==> config.mk <==
export PLATFORM = sky130hd
export DESIGN_NAME = ex_alu_issue
export DESIGN_NICKNAME = d
export VERILOG_FILES = /design/src/rtl/ex_alu_issue.sv
export SDC_FILE = /design/constraint.sdc
export NUM_CORES = 1
export LEC_CHECK = 0
export CAP_MARGIN = 10
export CELL_PAD_IN_SITES_DETAIL_PLACEMENT = 0
export CELL_PAD_IN_SITES_GLOBAL_PLACEMENT = 1
export CORE_MARGIN = 2
export CORE_UTILIZATION = 25
export CTS_BUF_LIST = sky130_fd_sc_hd__clkbuf_4 sky130_fd_sc_hd__clkbuf_8
export CTS_CLUSTER_SIZE = 16
export DETAILED_ROUTE_END_ITERATION = 12
export GPL_TIMING_DRIVEN = 0
export PLACE_DENSITY = 0.79
export SETUP_SLACK_MARGIN = 0.4
export SLEW_MARGIN = 15
export SYNTH_ARGS = -nofsm -noshare
export SYNTH_HDL_FRONTEND = slang
export SYNTH_SLANG_ARGS = --single-unit
==> constraint.sdc <==
create_clock -name clk -period 3.4 [get_ports clk]
set_clock_uncertainty 0.2 [all_clocks]
set_input_delay 0.51 -clock clk [delete_from_list [all_inputs] [get_ports clk]]
set_output_delay 0.51 -clock clk [all_outputs]
set_load 0.05 [all_outputs]
==> src/rtl/ex_alu_issue.sv <==
// Execute-stage issue front end: decodes ALU control for the external alu, resolves
// branches from its Result/Zero, and buffers each outcome in a 2-entry head/skid buffer.
module ex_alu_issue #(
    parameter int DATA_WIDTH = 32,
    parameter int RD_WIDTH   = 5
) (
    input  logic                  clk,
    input  logic                  rst,
    input  logic                  Flush,
    input  logic                  InValid,
    output logic                  InReady,
    input  logic [1:0]            InALUOp,
    input  logic [2:0]            InFunct3,
    input  logic                  InFunct7b5,
    input  logic [DATA_WIDTH-1:0] InA,
    input  logic [DATA_WIDTH-1:0] InB,
    input  logic [RD_WIDTH-1:0]   InRd,
    output logic [DATA_WIDTH-1:0] A,
    output logic [DATA_WIDTH-1:0] B,
    output logic [3:0]            ALUCtl,
    input  logic [DATA_WIDTH-1:0] Result,
    input  logic                  Zero,
    output logic                  OutValid,
    input  logic                  OutReady,
    output logic [DATA_WIDTH-1:0] OutResult,
    output logic [RD_WIDTH-1:0]   OutRd,
    output logic                  OutTaken,
    output logic                  OutIllegal
);

    localparam logic [3:0] ALU_ADD     = 4'h0;
    localparam logic [3:0] ALU_SUB     = 4'h1;
    localparam logic [3:0] ALU_SLL     = 4'h2;
    localparam logic [3:0] ALU_SLT     = 4'h3;
    localparam logic [3:0] ALU_SLTU    = 4'h4;
    localparam logic [3:0] ALU_XOR     = 4'h5;
    localparam logic [3:0] ALU_SRL     = 4'h6;
    localparam logic [3:0] ALU_SRA     = 4'h7;
    localparam logic [3:0] ALU_OR      = 4'h8;
    localparam logic [3:0] ALU_AND     = 4'h9;
    localparam logic [3:0] ALU_ILLEGAL = 4'hF;

    logic                  is_branch;
    logic [3:0]            alu_ctl;
    logic                  new_illegal;
    logic                  new_taken;
    logic [RD_WIDTH-1:0]   new_rd;

    logic [1:0]            count;
    logic [1:0]            count_next;
    logic                  in_ready_q;
    logic                  accept;
    logic                  pop;
    logic                  load_head_new;

    logic [DATA_WIDTH-1:0] head_result, skid_result;
    logic [RD_WIDTH-1:0]   head_rd, skid_rd;
    logic                  head_taken, skid_taken;
    logic                  head_illegal, skid_illegal;

    assign A         = InA;
    assign B         = InB;
    assign ALUCtl    = alu_ctl;
    assign is_branch = (InALUOp == 2'b01);

    always_comb begin
        alu_ctl     = ALU_ADD;
        new_illegal = 1'b0;
        case (InALUOp)
            2'b00: alu_ctl = ALU_ADD;
            2'b01: begin
                case (InFunct3)
                    3'b000, 3'b001: alu_ctl = ALU_SUB;
                    3'b100, 3'b101: alu_ctl = ALU_SLT;
                    3'b110, 3'b111: alu_ctl = ALU_SLTU;
                    default: begin
                        alu_ctl     = ALU_ILLEGAL;
                        new_illegal = 1'b1;
                    end
                endcase
            end
            default: begin
                // R-type and I-type share the table; only R-type has SUB (no SUBI).
                case (InFunct3)
                    3'b000:  alu_ctl = (InALUOp == 2'b10 && InFunct7b5) ? ALU_SUB : ALU_ADD;
                    3'b001:  alu_ctl = ALU_SLL;
                    3'b010:  alu_ctl = ALU_SLT;
                    3'b011:  alu_ctl = ALU_SLTU;
                    3'b100:  alu_ctl = ALU_XOR;
                    3'b101:  alu_ctl = InFunct7b5 ? ALU_SRA : ALU_SRL;
                    3'b110:  alu_ctl = ALU_OR;
                    default: alu_ctl = ALU_AND;
                endcase
            end
        endcase
    end

    always_comb begin
        new_taken = 1'b0;
        if (is_branch) begin
            case (InFunct3)
                3'b000, 3'b101, 3'b111: new_taken = Zero;
                3'b001, 3'b100, 3'b110: new_taken = !Zero;
                default:                new_taken = 1'b0;
            endcase
        end
    end

    assign new_rd = (is_branch || new_illegal) ? '0 : InRd;

    // Handshake: a transfer happens on a rising edge where valid && ready are both high.
    // InReady is a register (count_next < 2), so it never depends on OutReady in the same cycle.
    assign InReady  = in_ready_q;
    assign accept   = InValid && in_ready_q;
    assign OutValid = (count != 2'd0);
    assign pop      = OutValid && OutReady;

    assign load_head_new = (count == 2'd0) || (count == 2'd1 && pop);

    always_comb begin
        count_next = count;
        if (Flush) begin
            count_next = 2'd0;
        end else begin
            case ({accept, pop})
                2'b10:   count_next = count + 2'd1;
                2'b01:   count_next = count - 2'd1;
                default: count_next = count;
            endcase
        end
    end

    always_ff @(posedge clk or posedge rst) begin
        if (rst) begin
            count        <= 2'd0;
            in_ready_q   <= 1'b1;
            head_result  <= '0;
            head_rd      <= '0;
            head_taken   <= 1'b0;
            head_illegal <= 1'b0;
            skid_result  <= '0;
            skid_rd      <= '0;
            skid_taken   <= 1'b0;
            skid_illegal <= 1'b0;
        end else begin
            count      <= count_next;
            in_ready_q <= (count_next != 2'd2);
            if (!Flush) begin
                if (accept && load_head_new) begin
                    head_result  <= Result;
                    head_rd      <= new_rd;
                    head_taken   <= new_taken;
                    head_illegal <= new_illegal;
                end else if (pop && count == 2'd2) begin
                    head_result  <= skid_result;
                    head_rd      <= skid_rd;
                    head_taken   <= skid_taken;
                    head_illegal <= skid_illegal;
                end
                if (accept && !load_head_new) begin
                    skid_result  <= Result;
                    skid_rd      <= new_rd;
                    skid_taken   <= new_taken;
                    skid_illegal <= new_illegal;
                end
            end
        end
    end

    // Data is left in place when the buffer empties; OutValid alone qualifies it.
    assign OutResult  = head_result;
    assign OutRd      = head_rd;
    assign OutTaken   = head_taken;
    assign OutIllegal = head_illegal;

endmodule

---- Word level (Yosys, flattened, before mapping) ----
Cells that the tools add are included.
storage, ports and cells
  flip-flop bits (word level) ............. 81
  input bits .............................. 113
  output and inout port bits .............. 109
  logic and storage cells ................. 71
operators by class
  $add $sub $neg .......................... 2
  eq/ne operators ......................... 14
  mux-type cells .......................... 20
  bitwise operators ....................... 1
  reduce and logical (&&, ||, !) cells .... 24
operators by type and width
  cell                                                  count
  2-to-1 mux 32 bit                                     2
  one-hot mux 4 bit (7 select lines)                    1
  2-to-1 mux 5 bit                                      3
  equality test 3 bit (second input constant)           4
  one-hot mux 4 bit (3 select lines)                    1
  2-to-1 mux 1 bit                                      9
  one-hot mux 4 bit (2 select lines)                    1
  logical AND 1 bit                                     7
  equality test 2 x 1 -> 1 bit (second input constant)  3
  equality test 2 bit (second input constant)           3
  equality test 3 x 2 -> 1 bit (second input constant)  2
  OR reduction 2 bit                                    3
  OR reduction 3 bit                                    2
  OR reduction 6 bit                                    1
  logical NOT 2 bit                                     2
  one-hot mux 2 bit (2 select lines)                    1
  AND reduction 2 bit                                   2
  nonzero test 2 bit                                    2
  equality test 3 x 1 -> 1 bit (second input constant)  1
  logical NOT 3 bit                                     1
  adder 2 x 1 -> 2 bit (second input constant)          1
  logical NOT 1 bit                                     2
  logical OR 1 bit                                      2
  2-to-1 mux 2 bit                                      1
  4 further kinds                                       4

---- Logic depth before layout (Yosys ltp) ----
  depth in word-level cells ............... 7
  depth in mapped cells ................... 8
  depth with buffers taken out ............ 6

---- Worst setup path after synthesis ----
OpenSTA, ideal clock, no wires.
  kind .................................... input -> output
  from .................................... input InFunct3[2]
  to ...................................... output ALUCtl[0]
  arrival time ............................ 2.038 ns
  data required time ...................... 2.690 ns
  setup slack ............................. 0.652 ns
  stages on the path ...................... 4
  path buffers ............................ 1
  cell sequence ........................... clkbuf_1 o21ai_0 a221o_1 a32oi_1
on the way
  word-level cells in the longest chain between the ends .. 4
  elaborated cells on any way between the ends .. 14
  classes of those cells .................. 7 x eq/ne; 3 x mux; 4 x reduce/logical
RTL lines
  element                                            RTL line  RTL
  start: declaration                                 13        input logic [2:0] InFunct3,
  equality test 3 bit, or another cell as far along  72, 84
  OR reduction 2 bit (on tied branches)              -
  one-hot mux 4 bit (3 select lines)                 72        case (InFunct3)
  one-hot mux 4 bit (2 select lines) (*)             69        case (InALUOp)
  end: declaration                                   20        output logic [3:0] ALUCtl,
Mark *: on every way between the ends. The rest lies on a longest branch, timed or not.

---- Worst setup path in the final report ----
  from .................................... input InALUOp[1]
  to ...................................... output ALUCtl[3]
on the way
  word-level cells in the longest chain between the ends .. 2
  elaborated cells on any way between the ends .. 3
  classes of those cells .................. 1 x eq/ne; 1 x mux; 1 x reduce/logical
RTL lines
  element                                                            RTL line  RTL
  start: declaration                                                 12        input logic [1:0] InALUOp,
  equality test 2 x 1 -> 1 bit or logical NOT 2 bit (tied branches)  69
  one-hot mux 4 bit (2 select lines) (*)                             69
Marked as above.

==> results.json <==
{
  "status": "completed",
  "dp.cells": 759,
  "tritoncts": "yes",
  "grt_pass1_wl_um": 17400,
  "power.total_mw": 5.27,
  "worstSetupStartpoint": "InALUOp[1]",
  "endpoint": "ALUCtl[3]",
  "final_util_pct": 37.9,
  "cts.sinks": 81,
  "max_slew.worst_pin.slew_ps": 645,
  "core_um2": 16600,
  "start_kind": "input pin",
  "place_hpwl_um": 8380,
  "root_buffer": "clkbuf_8",
  "synth_fp_nets": 499,
  "nets": 666,
  "fp-row-count": 47,
  "drt_iter0_markers": 138,
  "ant_nets": 0,
  "grt_start_max_net_pins": 47,
  "drive_gt1_share_pct": 24.9,
  "antenna_found_initial": 0,
  "vias_per_cell": 4.32,
  "cts.clk_slew.worst_paths_ps": 80,
  "top_level_ports": 222,
  "worst_ir_drop_vdd_mv": 0.418,
  "area_growth_syn_to_layout_pct": 47.9,
  "r2r-start": "count[0]",
  "slew_headroom_pct": 56.9,
  "rrSetupSlack_ps": 790,
  "cp.arrival_ps": 2220,
  "grtUsageTotal_pct": 12.4,
  "period_share_pct": 86.1,
  "seq_area_frac_synth_pct": 47.7,
  "r2r_cells": 7,
  "port_buffers": 155,
  "power_density_nw_per_um2": 837,
  "final_max_slew_viol_count": 0,
  "rsz0062_at_grt": "true",
  "leakagePower_nw": 2.81,
  "fin_cells": 775,
  "numCtsBuffers": 9,
  "start_util_pct": 25.6,
  "overflow": 0,
  "clock_tree.buffer_depth": 2,
  "synthCells": 383,
  "insertion_delay_ps": 360,
  "worstReg2RegEnd": "OutResult[9]",
  "die_w_um": 134,
  "setup.worst_path.class": "in -> out",
  "die_h_um": 134,
  "vias": 3348,
  "worstSetupEndpointType": "output pin",
  "dr.pass1.iters": 4,
  "synth-seq-cells": 81,
  "fillerInstances": 1646,
  "antennaDiodeCount": 0,
  "grt_pass1_vias": 3458,
  "timing.setup.tns_ps": 0,
  "setup_viol": 0,
  "postSynthAreaPerCell_um2": 11.1,
  "max_freq_mhz": 342,
  "place.gp.congestion": 0.754,
  "hold_viol_final": 0,
  "worst_slack_ps": 473,
  "wirelength_um": 11300,
  "dieArea_um2": 18100,
  "drc": 0,
  "dp_slack_ps": -14.4,
  "netlist_area_um2": 4250,
  "min_period_ps": 2930,
  "hp-class": "reg -> reg",
  "crit_fanout": 10,
  "ys_warn_count": 0,
  "wire_per_inst_um": 14.6,
  "maxCapViolCount": 0,
  "required_ps": 2690,
  "synth_cell_types": 40,
  "cts.htree.levels": 3
}
-- layout by cell type (no fill, tap or decap), types with 3 or more instances in the layout --
| cell type | Yosys | final |
|---|---|---|
| clkdlybuf4s50_1 | 0 | 151 |
| dfrtp_1 | 80 | 80 |
| buf_4 | 65 | 65 |
| nor2_1 | 37 | 37 |
| mux2i_1 | 35 | 35 |
| a21oi_1 | 35 | 35 |
| mux2_4 | 28 | 28 |
| nand2_1 | 15 | 15 |
| o21ai_0 | 11 | 11 |
| clkbuf_8 | 0 | 11 |
| mux2_2 | 10 | 10 |
| clkbuf_1 | 10 | 9 |
| buf_2 | 6 | 6 |
| o31ai_1 | 6 | 6 |
| o21ai_1 | 5 | 5 |
| inv_1 | 6 | 5 |
| buf_6 | 3 | 3 |
| ha_1 | 3 | 3 |
| clkbuf_4 | 0 | 3 |
-- synth_stat cells (all sizes together) --
cell type / instances / share of area [%]
nor3: 2 / 0.24
o22a: 1 / 0.21
and3: 1 / 0.15
nand4: 1 / 0.15
a31oi: 1 / 0.29
xor2: 1 / 0.21
mux2i: 35 / 8.2
ha: 3 / 0.88
nor2: 38 / 3.4
nor3b: 1 / 0.18
nand3: 2 / 0.24
nor2b: 1 / 0.15
a221o: 1 / 0.24
xnor2: 1 / 0.21
dfstp: 1 / 0.62
or3b: 1 / 0.21
dfrtp: 80 / 47
mux2: 38 / 13
nor4: 1 / 0.15
nand2b: 2 / 0.29
a31o: 1 / 0.21
a21oi: 36 / 4.3
o21a: 1 / 0.18
o31ai: 6 / 1.1
nand2: 16 / 1.5
o21bai: 1 / 0.18
nand3b: 1 / 0.18
o21ai: 16 / 1.9
a32oi: 1 / 0.21
and2: 2 / 0.29
clkbuf: 10 / 0.88
inv: 6 / 0.53
buf: 74 / 13
-- area by class of cell --
cell class                      instances  area, um2  area share (%)
Inverter                                6       25.0           0.398
Clock buffer                           14        174            2.77
Tap cell                              220        275            4.38
Buffer                                 84        591            9.39
Multi-Input combinational cell        212       1610            25.6
Clock inverter                          2       12.5           0.199
Timing Repair Buffer                  156       1570            25.0
Sequential cell                        81       2030            32.2
-- routing by layer --
layer  up-vias  GRT usage, %  routed length, um
met4         0          5.85                196
li1       1572             -                  -
met1      1605          13.9               4640
met2       159          22.0               5580
met3        12          2.95                886
met5         -             0                  0
-- flip-flops by register name (all words and copies together), names as in the netlist --
signal	flops
OutResult	32
skid_result	32
OutRd	5
skid_rd	5
count	2
InReady	1
OutIllegal	1
OutTaken	1
skid_illegal	1
skid_taken	1
-- metrics by stage --
step	hold WS, ps	instance area, um2
detailed placement	270	6110
global placement	256	6080
CTS	291	6290
floorplan	242	4250
finish	289	6290
global route	316	6290
-- critical path, stage by stage --
cell and delay [ps]:
clkdlybuf4s50_1 460, nand2b_1 230, clkbuf_2 210, o21ai_0 170
and2_1 150, clkdlybuf4s15_1 490
-- worst min-delay path by stage --
stage	from	to	cells past startpoint
6_report	skid_taken	skid_taken	2
5_1_grt	skid_rd[2]	skid_rd[2]	2
4_1_cts	skid_taken	skid_taken	2
3_5_place_dp	skid_rd[3]	skid_rd[3]	2
3_3_place_gp	skid_taken	skid_taken	2
2_1_floorplan	skid_taken	skid_taken	2
-- kinds of logic (layout without fill, tap and decap cells) --
family / Yosys count / count (layout) / share of synthesized area, %
simple gates: 69 / 69 / 7.09
mux: 73 / 73 / 20.8
flops: 81 / 81 / 47.7
compound gates: 65 / 65 / 8.77
fa+ha+maj: 3 / 3 / 0.883
buf+inv: 90 / 262 / 14.4
xor+xnor: 2 / 2 / 0.412
-- report_power, final --
group	switching, mW	internal [mW]
logic	1.71	1.17
registers	0.271	1.44
clock network	0.347	0.329
-- timing repair --
| action | in CTS | in global routing |
|---|---|---|
| resized for setup | 5 | 5 |
| setup buffers | 0 | 0 |
| endpoints found under the setup margin | 4 | 3 |
| hold buffers | 0 | 0 |
| endpoints found under the hold margin | 0 | 0 |
Power figures use the tool's default switching activity.
